===== src/rtl/serial_parallel_rx_n.sv =====
// serial_parallel_rx_n: multi-lane serial-to-parallel receiver.
// Each lane independently hunts for the COM symbol and locks after LOCK_COUNT
// aligned commas. Once locked it delivers data words with a valid strobe,
// suppressing COM and IDLE words. Misaligned commas seen while locked are
// counted. Reaching LOCK_COUNT of them forces a realign onto the offending
// comma and raises a one-cycle lock_err pulse.
module serial_parallel_rx_n #(
    parameter int               WIDTH      = 8,
    parameter int               LANES      = 4,
    parameter logic [WIDTH-1:0] COM        = 8'hBC,
    parameter logic [WIDTH-1:0] IDLE       = 8'h7C,
    parameter int               LOCK_COUNT = 4,
    parameter bit               MSB_FIRST  = 1'b1
) (
    input  logic                   clk_32f,
    input  logic                   reset,
    input  logic [LANES-1:0]       data_in_serial,
    output logic [LANES*WIDTH-1:0] data_out,
    output logic [LANES-1:0]       valid_out,
    output logic [LANES-1:0]       lane_active,
    output logic                   active,
    output logic [LANES-1:0]       lock_err
);

    // Bit position within a word.
    localparam int BCW = $clog2(WIDTH);
    // Comma counters must be able to hold LOCK_COUNT itself.
    localparam int CCW = $clog2(LOCK_COUNT + 1);

    typedef enum logic [1:0] {
        HUNT    = 2'd0,
        LOCKING = 2'd1,
        ACTIVE  = 2'd2
    } state_t;

    genvar gi;
    generate
        for (gi = 0; gi < LANES; gi++) begin : g_lane
            state_t           state_reg;
            logic [WIDTH-1:0] sr_reg;
            logic [WIDTH-1:0] sr_next;
            logic [WIDTH-1:0] word_reg;
            logic [BCW-1:0]   bit_cnt_reg;
            logic [BCW-1:0]   bit_cnt_next;
            logic [CCW-1:0]   com_cnt_reg;
            logic [CCW-1:0]   mis_cnt_reg;
            logic             valid_reg;
            logic             err_reg;
            logic             boundary;
            logic             is_com;
            logic             is_idle;
            logic             com_limit;
            logic             mis_limit;

            // Shift in the current serial bit; all matching uses this value.
            if (MSB_FIRST) begin : g_msb
                assign sr_next = {sr_reg[WIDTH-2:0], data_in_serial[gi]};
            end else begin : g_lsb
                assign sr_next = {data_in_serial[gi], sr_reg[WIDTH-1:1]};
            end

            // Word boundary is the last bit slot of an aligned word.
            assign boundary     = (bit_cnt_reg == BCW'(WIDTH - 1));
            assign bit_cnt_next = boundary ? '0 : bit_cnt_reg + 1'b1;
            assign is_com       = (sr_next == COM);
            assign is_idle      = (sr_next == IDLE);
            // Compare before increment so the counter never has to exceed LOCK_COUNT.
            assign com_limit    = (com_cnt_reg >= CCW'(LOCK_COUNT - 1));
            assign mis_limit    = (mis_cnt_reg >= CCW'(LOCK_COUNT - 1));

            // Per-lane alignment FSM with registered data, valid and error outputs.
            always_ff @(posedge clk_32f or negedge reset) begin
                if (!reset) begin
                    state_reg   <= HUNT;
                    sr_reg      <= '0;
                    word_reg    <= '0;
                    bit_cnt_reg <= '0;
                    com_cnt_reg <= '0;
                    mis_cnt_reg <= '0;
                    valid_reg   <= 1'b0;
                    err_reg     <= 1'b0;
                end else begin
                    sr_reg  <= sr_next;
                    err_reg <= 1'b0;
                    case (state_reg)
                        HUNT: begin
                            bit_cnt_reg <= '0;
                            valid_reg   <= 1'b0;
                            if (is_com) begin
                                com_cnt_reg <= CCW'(1);
                                if (LOCK_COUNT == 1) begin
                                    state_reg   <= ACTIVE;
                                    mis_cnt_reg <= '0;
                                end else begin
                                    state_reg <= LOCKING;
                                end
                            end
                        end

                        LOCKING: begin
                            bit_cnt_reg <= bit_cnt_next;
                            valid_reg   <= 1'b0;
                            if (boundary) begin
                                if (is_com) begin
                                    if (com_limit) begin
                                        state_reg   <= ACTIVE;
                                        mis_cnt_reg <= '0;
                                    end else begin
                                        com_cnt_reg <= com_cnt_reg + 1'b1;
                                    end
                                end else begin
                                    state_reg   <= HUNT;
                                    com_cnt_reg <= '0;
                                end
                            end else if (is_com) begin
                                // A comma off the expected grid restarts the lock on it.
                                com_cnt_reg <= CCW'(1);
                                bit_cnt_reg <= '0;
                            end
                        end

                        ACTIVE: begin
                            bit_cnt_reg <= bit_cnt_next;
                            if (boundary) begin
                                if (is_com) begin
                                    valid_reg   <= 1'b0;
                                    mis_cnt_reg <= '0;
                                end else if (is_idle) begin
                                    valid_reg <= 1'b0;
                                end else begin
                                    word_reg  <= sr_next;
                                    valid_reg <= 1'b1;
                                end
                            end else if (is_com) begin
                                if (mis_limit) begin
                                    // Too many misaligned commas: realign onto this one.
                                    state_reg   <= LOCKING;
                                    com_cnt_reg <= CCW'(1);
                                    mis_cnt_reg <= '0;
                                    bit_cnt_reg <= '0;
                                    valid_reg   <= 1'b0;
                                    err_reg     <= 1'b1;
                                end else begin
                                    mis_cnt_reg <= mis_cnt_reg + 1'b1;
                                end
                            end
                        end

                        default: begin
                            state_reg   <= HUNT;
                            bit_cnt_reg <= '0;
                            com_cnt_reg <= '0;
                            mis_cnt_reg <= '0;
                            valid_reg   <= 1'b0;
                        end
                    endcase
                end
            end

            assign data_out[gi*WIDTH +: WIDTH] = word_reg;
            assign valid_out[gi]               = valid_reg;
            assign lock_err[gi]                = err_reg;
            assign lane_active[gi]             = (state_reg == ACTIVE);
        end
    endgenerate

    // Link is up only when every lane is locked; no extra latency.
    assign active = &lane_active;

endmodule


===== config.mk =====
export PLATFORM = sky130hd
export DESIGN_NAME = serial_parallel_rx_n
export DESIGN_NICKNAME = d
export VERILOG_FILES = /design/src/rtl/serial_parallel_rx_n.sv
export SDC_FILE = /design/constraint.sdc
export NUM_CORES = 1
export LEC_CHECK = 0
export BUFFER_PORTS_ARGS = -buffer_cell sky130_fd_sc_hd__buf_2
export CAP_MARGIN = 10
export CORE_UTILIZATION = 55
export DETAILED_ROUTE_END_ITERATION = 8
export PLACE_DENSITY_LB_ADDON = 0.25
export SYNTH_ARGS = -nofsm -noshare
export SYNTH_HDL_FRONTEND = slang
export SYNTH_SLANG_ARGS = --single-unit

===== constraint.sdc =====
create_clock -name clk_32f -period 2.7 [get_ports clk_32f]
set_clock_uncertainty 0.1 [all_clocks]
set_input_delay 0.135 -clock clk_32f [delete_from_list [all_inputs] [get_ports clk_32f]]
set_output_delay 0.135 -clock clk_32f [all_outputs]
set_load 0.05 [all_outputs]

## Yosys cells after proc, flatten, opt, wreduce, memory -nomap -nowiden

Cells that the tools add are included.

| operators by class | value |
|---|---|
| add/sub/neg operators | 12 |
| order comparisons | 8 |
| equality and inequality tests | 64 |
| muxes and demuxes | 164 |
| bitwise operators | 12 |
| reduce and logical (&&, ||, !) cells | 25 |

Operators by type and width:

| operator | count |
|---|---|
| two-way mux 3 bit | 80 |
| case mux 3 bit (3 select lines) | 8 |
| two-way mux 2 bit | 28 |
| two-way mux 1 bit | 40 |
| inequality test 2 bit (second input constant) | 20 |
| adder 3 x 1 -> 3 bit (second input constant) | 12 |
| AND reduction 4 bit | 9 |
| == test 8 x 7 -> 1 bit (second input constant) | 4 |
| == test 8 bit (second input constant) | 4 |
| >= comparator 3 x 2 -> 1 bit (second input constant) | 8 |
| inequality test 3 x 1 -> 1 bit (second input constant) | 8 |
| case mux 2 bit (3 select lines) | 4 |
| case mux 3 bit (2 select lines) | 4 |
| AND reduction 6 bit | 4 |
| AND reduction 5 bit | 4 |
| inequality test 2 x 1 -> 1 bit (second input constant) | 8 |
| inequality test 4 bit (second input constant) | 4 |
| == test 3 bit (second input constant) | 4 |
| inequality test 3 bit (second input constant) | 4 |
| NOT 1 bit | 12 |
| == test 2 x 1 -> 1 bit (second input constant) | 4 |
| == test 2 bit (second input constant) | 4 |
| logical NOT 2 bit | 4 |
| AND reduction 2 bit | 4 |

| word-level totals | value |
|---|---|
| register bits | 112 |
| input bits | 6 |
| output and inout bits | 45 |
| word-level logic and storage cells | 317 |

## Depth between registers and ports, before layout

Gate-level depths: netlist (run 1).

| logic depth | value |
|---|---|
| depth in word-level cells | 6 |
| mapped depth | 8 |
| gate-level depth less buffers | 7 |

## Least setup slack after synthesis (run 1)

Ideal clock, no wire load.

| timing | value |
|---|---|
| kind | register to register |
| start point | register g_lane[1].state_reg[0] |
| end point | register g_lane[1].word_reg[0] |
| setup time | 125 ps |
| arrival time | 2,189 ps |
| required time | 2,475 ps |
| slack | 286 ps |
| stages on the path, launching flop included | 7 |
| buffers on the path | 1 |
| period minus slack after synthesis | 2,414 ps |
| cell sequence | dfrtp_1 > inv_1 > ha_1 > clkbuf_1 > nand2_1 > a21oi_1 > mux2_2 |

| between the ends | value |
|---|---|
| longest elaborated chain between the ends | 2 |

RTL lines:

| what | line | text |
|---|---|---|
| from (decl) | 39 | `state_t state_reg;` |
| from (signal assigned) | 74 | `state_reg <= HUNT;` |
| from (signal assigned) | 92 | `state_reg <= ACTIVE;` |
| from (signal assigned) | 95 | `state_reg <= LOCKING;` |
| == test 2 bit | n/a |  |
| named net lane_active[1] | 20 | `output logic [LANES-1:0] lane_active,` |
| AND reduction 4 bit (no line) | n/a |  |
| to (signal assigned) | 131 | `word_reg <= sr_next;` |
| to (decl) | 42 | `logic [WIDTH-1:0] word_reg;` |

The timed path passes the listed nets, and every way through them passes these cells.
A chain may end at the register's enable or synchronous reset.

## Worst setup path in the final report (run 1)

| timing | value |
|---|---|
| start point | input data_in_serial[2] |
| end point | register g_lane[2].com_cnt_reg[0] |

| between the ends | value |
|---|---|
| longest elaborated chain between the ends | 4 |
| elaborated cells between the ends (all ways) | 8 |
| classes of those cells | eq/ne (3); mux (4); reduce/logical (1) |

RTL lines:

| what | line | text |
|---|---|---|
| from (decl) | 17 | `input logic [LANES-1:0] data_in_serial,` |
| == test 8 bit * | 65 | `assign is_com = (sr_next == COM);` |
| two-way mux 3 bit (on tied branches) | n/a |  |
| two-way mux 3 bit | 103 | `if (boundary) begin` |
| case mux 3 bit (3 select lines) | 85 | `case (state_reg)` |
| to (signal assigned) | 109 | `com_cnt_reg <= com_cnt_reg + 1'b1;` |
| to (decl) | 45 | `logic [CCW-1:0] com_cnt_reg;` |

Every way passes the cells marked *; elsewhere a longest branch is shown, timed or not.

==> results of run 1 <==
cells in the mapped netlist, types with 3 or more instances:
cell	count
and2_1	5
buf_4	8
nand4b_1	3
dfrtp_1	112
a21o_1	3
o21bai_1	3
a211oi_1	8
and3_1	7
a21oi_1	25
inv_1	33
o31ai_1	4
o21ai_0	17
clkbuf_1	11
nand2b_1	5
or3_1	5
nand2_1	35
o22a_1	3
mux2i_1	4
nor2_1	24
nand3_1	5
nor3_1	16
a31o_2	3
o41ai_1	3
ha_1	44
mux2_2	39
a31oi_1	3
xor2_1	3
nor2b_1	6
o22ai_1	5
metal layers:
layer / track usage, % / up-vias / wire (µm)
met3: 4.00 / 16 / 411
met2: 35.6 / 92 / 4920
met1: 27.0 / 1888 / 4720
met4: 9.59 / 0 / 184
li1: - / 1836 / -
met5: 0 / - / 0
cell type report:
class                      instances  area (µm²)  area share [%]
clock buffer                      11         151            2.46
inverter                          33         124            2.02
clock inverter                     5        63.8            1.04
timing repair buffer              67         405            6.59
multi-input combinational        318        2430            39.6
tap                              133         166            2.71
sequential                       112        2800            45.6
cells by family after synthesis:
| group | share of synthesized area (%) |
|---|---|
| AND/OR/NAND/NOR | 12.7 |
| flip-flops | 51.2 |
| AO/OA/AOI/OAI | 11.8 |
| buffers and inverters | 4.30 |
| multiplexers | 9.31 |
| adder cells (fa/ha/maj) | 10.1 |
| XOR/XNOR | 0.640 |
worst max-delay path: stages:
cell and delay [ns]:
dlygate4sd3_1 0.53, buf_2 0.13, nand4bb_1 0.36, nor3_1 0.41, nand2_1 0.15, o21ai_0 0.42
mux2_2 0.39
worst min path at each step:
stage	startpoint	to	slack, ns	depth (start not counted)
detailed placement	reset	g_lane[3].com_cnt_reg[2]	-0.04	1
global placement	reset	g_lane[3].com_cnt_reg[2]	-0.04	1
global route	reset	g_lane[3].com_cnt_reg[2]	0.13	2
floorplan	reset	g_lane[0].bit_cnt_reg[0]	-0.26	0
finish	reset	g_lane[3].com_cnt_reg[2]	0.11	2
CTS	reset	g_lane[3].com_cnt_reg[2]	0.11	2
cell usage in the layout, fill, tap and decap left out, drive strengths merged, types with 5 or more instances in the layout:
cell	n
dfrtp	112
buf	62
ha	44
mux2	41
nand2	35
inv	34
a21oi	25
nor2	24
o21ai	17
nor3	16
clkbuf	11
a211oi	8
and3	7
nor2b	6
nand2b	5
and2	5
o22ai	5
or3	5
nand3	5
dlygate4sd3	5
where the power goes:
group          switching (µW)  internal (µW)  leakage [µW]  total (µW)
Clock                     571            487     0.0000997        1060
Sequential               84.9           1780       0.00147        1860
Combinational             400            291       0.00148         691
what timing repair did:
action | CTS | global route
gates resized for setup | 0 | 0
setup endpoints to repair | 0 | 0
endpoints found under the hold margin | 86 | 0
hold buffers | 5 | 0
metrics by stage:
step / worst slack (ns) / area, µm²
after CTS: 0.379 / 6150
after detailed placement: 0.407 / 5880
after global placement: 0.456 / 5880
final: 0.315 / 6150
after floorplan: 0.286 / 5470
after global routing: 0.138 / 6150
==> impl_summary.txt, run 1 <==
----------------------------------------------------
[Run status]
  Run status ... finished clean

[Die]
  Chip width ... between 100 and 150 µm
  Number of top-level pins ... 51
  Area of the core region ... between 0.009 and 0.01 mm²
  Initial cell density of the core ... between 50% and 60%
  Die Height ... between 100 and 150 µm
  Die area ... between 0.01 and 0.015 mm²
  Floorplan row count ... 36

[Logic synthesis]
  Average size of a mapped cell ... 11.3 µm²
  Fraction of registers with async set or reset after synthesis ... 100%
  Net count after synthesis ... 534
  Post-synth EDFFs ... 0
  Synthesis Warnings ... 0
  Biggest area contributors in the synthesized netlist ... dfrtp_1 (51%), ha_1 (10%), mux2_2 (8.0%), nand2_1 (2.4%), a21oi_1 (2.3%)
  Total of flip-flops plus latches after synthesis ... approximately 110
  Cell area after synthesis ... 0.00547 mm²
  Synth Instances ... around 480
  Top cell type by total area after synthesis ... dfrtp_1
  Cell variety after synth ... 58
  Commonest register cell after synthesis ... dfrtp_1
  Area share of the largest cell type after synthesis ... slightly above 50%
  Share of synthesized area occupied by flip-flops and latches ... 51.2%

[Clock tree]
  Clock tree buffer depth ... 2
  Clock sink count ... 112
  Number of CTS-inserted buffers ... 9
  Root Buffer ... clkbuf_8
  Number of H-tree branching levels ... 3
  Clock latency on the worst-skew pair ... approximately 0.37 ns
  Clock-pin slew on the worst setup and hold paths ... about 0.1 ns
  TritonCTS clock tree ... done
  Post-CTS setup buffers ... 0

[Final layout]
  Largest register FFs ... 32
  Fill cell instance count of the final layout ... 810
  Area growth from synthesis to final layout ... 12.3%
  Number of nets in the layout ... slightly below 600
  Ratio of cells with drive above 1 in the final layout ... 23.3%
  Non-filler instance count after layout ... roughly 680
  Antenna Cells ... 0
  Final cell utilization of the core ... ~63%

[STA]
  Number of max-slew violations in the final report ... 0
  Worst Hold Slack ... 0.114 ns
  Final setup violation count ... 0
  Total negative slack ... 0 ns
  Shortest period the worst path allows ... between 2 and 2.5 ns
  Relative slew margins ... approximately 48%
  Setup repair after global routing missed its margin ... no
  Highest clock rate ... 0.419 GHz
  Crit share post-route ... roughly 88%
  Final hold vios ... 0
  Transition at the pin with the smallest max-transition slack ... about 0.78 ns

[Placed design]
  Post-placement cell count ... approximately 660
  Count of port buffers added during placement ... 50
  Routability cong. ... around 0.9
  HPWL after detailed placement ... 7.59 mm

[Global routing]
  Wire length of the first global-routing pass ... approximately 17 mm
  Maximum number of pins on one net before global-route repair ... 56
  Number of antenna violations at the first check in global routing ... 0
  GRT Residual Overflow ... 0
  Global Route Usage Sum ... a little over a fifth
  Number of global-route vias before repair ... roughly 3800

[Critical path]
  Endpoint of the worst register-to-register path ... g_lane[2].com_cnt_reg[0]
  Crit Path Category ... in2reg
  Reg-to-reg slack, setup ... approximately 0.35 ns
  Depth of the worst register-to-register path ... 5
  Worst endpoint data arrival time ... around 2.5 ns
  Critical Path End Type ... flop
  Type of origin of the critical path ... input port
  Crit path capture ... g_lane[2].com_cnt_reg[0]
  Endpoint required time on the critical path ... approximately 2.9 ns
  Worst reg2reg path startpoint ... g_lane[2].sr_reg[0]
  Maximum fanout along the worst path ... 8
  Launch point of the critical path ... data_in_serial[2]

[Hold path]
  Path category of the worst min-delay check ... in2async

[Routing]
  Number of DRC violations after detailed routing ... 0
  Ratio of routed vias to standard cells ... about 5.6
  Drt first-iter violations ... between 150 and 200
  Drt wl/cell ... between 15 and 20 µm
  Via total after detailed routing ... between 3000 and 4000
  Final wirelength ... 10.2 mm
  Detail Route Antenna Nets ... 0
  Detailed-routing iteration count for the pre-antenna-repair pass ... 4

[Flow run]
  Reported max-cap violation count ... 0

[Power]
  Power per cell area ... between 500 and 600 mW/mm²
  Power Total ... 3610 µW
  Max VDD drop ... a little under 0.3 mV
  Leakage dissipation ... approximately 0.0030 µW

----------------------------------------------------
No activity file was read; power rests on OpenSTA's default activity.
==> run 2: changes to the inputs <==
CORE_UTILIZATION = 59   (was 55)
PLACE_DENSITY_LB_ADDON = 0.05   (was 0.25)
==> impl_summary.txt, run 2 (same netlist as run 1, synthesis figures left out) <==
----------------------------------------------------
[STA]
  Final setup violation count ... 0 (unchanged)
  Final hold vios ... 0 (unchanged)
  Total negative slack ... 0 ns (unchanged)
  Transition at the pin with the smallest max-transition slack ... 0.702 ns (-0.0812 ns)
  Number of max-slew violations in the final report ... 0 (unchanged)
  Relative slew margins ... 53.2% (+5.4 points)
  Shortest period the worst path allows ... 2.38 ns (-0.00702 ns)
  Highest clock rate ... 0.420 GHz (+0.30%)
  Crit share post-route ... 88.1% (-0.26 points)
  Setup repair after global routing missed its margin ... no

[Global routing]
  Maximum number of pins on one net before global-route repair ... 58 (+3.6%)
  Global Route Usage Sum ... 22.2% (+0.91 points)
  GRT Residual Overflow ... 0 (unchanged)
  Number of antenna violations at the first check in global routing ... 0 (unchanged)
  Number of global-route vias before repair ... 3734 (-2.2%)
  Wire length of the first global-routing pass ... 17.3 mm (about the same)

[Power]
  Power Total ... 3570 µW (-1.2%)
  Max VDD drop ... 0.328 mV (+13%)
  Power per cell area ... 585 mW/mm² (-0.33%)
  Leakage dissipation ... 0.00304 µW (about the same)

[Placed design]
  Routability cong. ... 0.856 (-4.6%)
  Post-placement cell count ... 632 (-4.0%)
  Count of port buffers added during placement ... 50 (unchanged)
  Cell area reported after detailed placement ... 0.00584 mm² (-0.66%)
  HPWL after detailed placement ... 7.12 mm (-6.2%)

[Clock tree]
  CTS-repair resized insts ... 0 (unchanged)
  Clock sink count ... 112 (unchanged)
  TritonCTS clock tree ... done
  Number of CTS-inserted buffers ... 9 (unchanged)
  Root Buffer ... clkbuf_8
  Post-CTS setup buffers ... 0 (unchanged)
  Clock tree buffer depth ... 2 (unchanged)
  Number of H-tree branching levels ... 3 (unchanged)
  Clock latency on the worst-skew pair ... 0.37 ns (about the same)
  Post-CTS Hold Fix Bufs ... 5 (unchanged)
  Clock-pin slew on the worst setup and hold paths ... 0.10 ns (about the same)

[Critical path]
  Worst path cell trace ... dlygate4sd3_1, buf_2, nand4bb_1, or3_1, a221o_1, mux2_4
  Type of origin of the critical path ... input port
  Crit Path Category ... in2reg
  Endpoint required time on the critical path ... 2.85 ns (about the same)
  Critical Path End Type ... flop
  Maximum fanout along the worst path ... 8 (unchanged)
  Critical path's largest stage delay ... 0.58 ns (+0.05 ns)
  Worst endpoint data arrival time ... 2.53 ns (about the same)
  Critical Path Slowest Stage Cell ... or3_1

[Routing]
  Via total after detailed routing ... 3770 (-1.6%)
  Ratio of routed vias to standard cells ... 5.78 (+2.5%)
  Met3 Wirelength ... 428 µm (+4.1%)
  Detail Route Antenna Nets ... 0 (unchanged)
  Drt wl/cell ... 15.0 µm (-0.35%)
  Final wirelength ... 9.79 mm (-4.3%)
  Routed wire length on met2 ... 4.69 mm (-4.5%)
  WL met1 ... 4.58 mm (-2.9%)
  Detailed-routing iteration count for the pre-antenna-repair pass ... 8 (+4)
  Drt first-iter violations ... 121 (-25%)
  Number of DRC violations after detailed routing ... 4 (+4)
  Uppermost layer routed ... met4

[Die]
  Number of top-level pins ... 51 (unchanged)
  Die Height ... 98.3 µm (-3.4%)
  Chip width ... 98.3 µm (-3.4%)
  Area of the core region ... 0.00885 mm² (-9.1%)
  Die area ... 0.00966 mm² (-6.6%)
  Initial cell density of the core ... 61.8% (+5.6 points)
  Floorplan row count ... 34 (-5.6%)

[Final layout]
  Largest register FFs ... 32 (unchanged)
  Ratio of cells with drive above 1 in the final layout ... 23.0% (-0.28 points)
  Number of nets in the layout ... 590 (-0.17%)
  Highest-count cells in the layout ignoring fill and taps ... dfrtp_1 (112), buf_2 (49), ha_1 (44)
  Final cell utilization of the core ... 68.9% (+5.7 points)
  Fill cell instance count of the final layout ... 672 (-17%)
  Most common cell after layout, fill and taps aside ... dfrtp_1
  Antenna Cells ... 0 (unchanged)
  Area growth from synthesis to final layout ... 11.4%
  Non-filler instance count after layout ... 652 (-4.0%)
  Post-layout instance area ... 0.00609 mm² (-0.88%)

[Run status]
  Violations in the final reports ... design-rule violations
  Run status ... finished, violations left

[Hold path]
  Path category of the worst min-delay check ... in2async

[Flow run]
  Reported max-cap violation count ... 0 (unchanged)

----------------------------------------------------
[run 2: cell type report]
| class | count | area (µm²) | area share [%] |
|---|---|---|---|
| clock buffer | 9 | 124 | 2.03 |
| clock inverter | 6 | 76.3 | 1.25 |
| inverter | 33 | 124 | 2.03 |
| multi-input combinational | 318 | 2430 | 39.9 |
| sequential | 112 | 2800 | 46.0 |
| tap | 108 | 135 | 2.22 |
| timing repair buffer | 66 | 398 | 6.53 |
[run 2: stage by stage]
stage | hold slack [ns] | worst slack [ns]
floorplan | -0.261 | 0.286
detailed placement | 0.125 | 0.388
global route | 0.313 | 0.184
global placement | 0.126 | 0.484
finish | 0.249 | 0.322
CTS | 0.273 | 0.367
[run 2: power by group]
part	internal [µW]	total, µW	leakage [µW]	switching, µW
Sequential	1780	1860	0.00147	86.9
Combinational	288	684	0.00147	396
Clock	441	1020	0.000102	579
Total	2500	3570	0.00304	1060
[run 2: worst max-delay path, delay by kind of cell]
kind	cells	cell delay [ns]
mux	1	0.32
simple gates	2	0.95
compound gates	1	0.47
buf+inv	2	0.66
[run 2: worst paths after layout]
kind / to / from / slack (ns) / depth (start not counted)
setup / recovery: g_lane[2].mis_cnt_reg[1] / data_in_serial[2] / 0.32 / 6
setup reg to reg: g_lane[0].com_cnt_reg[2] / g_lane[0].bit_cnt_reg[0] / 0.34 / 6
max in group asynchronous: g_lane[1].word_reg[2] / reset / 1.51 / 3
hold reg to reg: g_lane[3].sr_reg[1] / g_lane[3].sr_reg[0] / 0.30 / 0
hold / removal: g_lane[3].com_cnt_reg[2] / reset / 0.25 / 2
min in group clk_32f: g_lane[3].sr_reg[1] / g_lane[3].sr_reg[0] / 0.30 / 0
[run 2: per-layer routing]
| layer | vias to the layer above | GRT usage [%] |
|---|---|---|
| li1 | 1836 | - |
| met1 | 1852 | 29.8 |
| met2 | 76 | 36.5 |
| met3 | 6 | 4.72 |
| met4 | 0 | 6.77 |
| met5 | - | 0 |
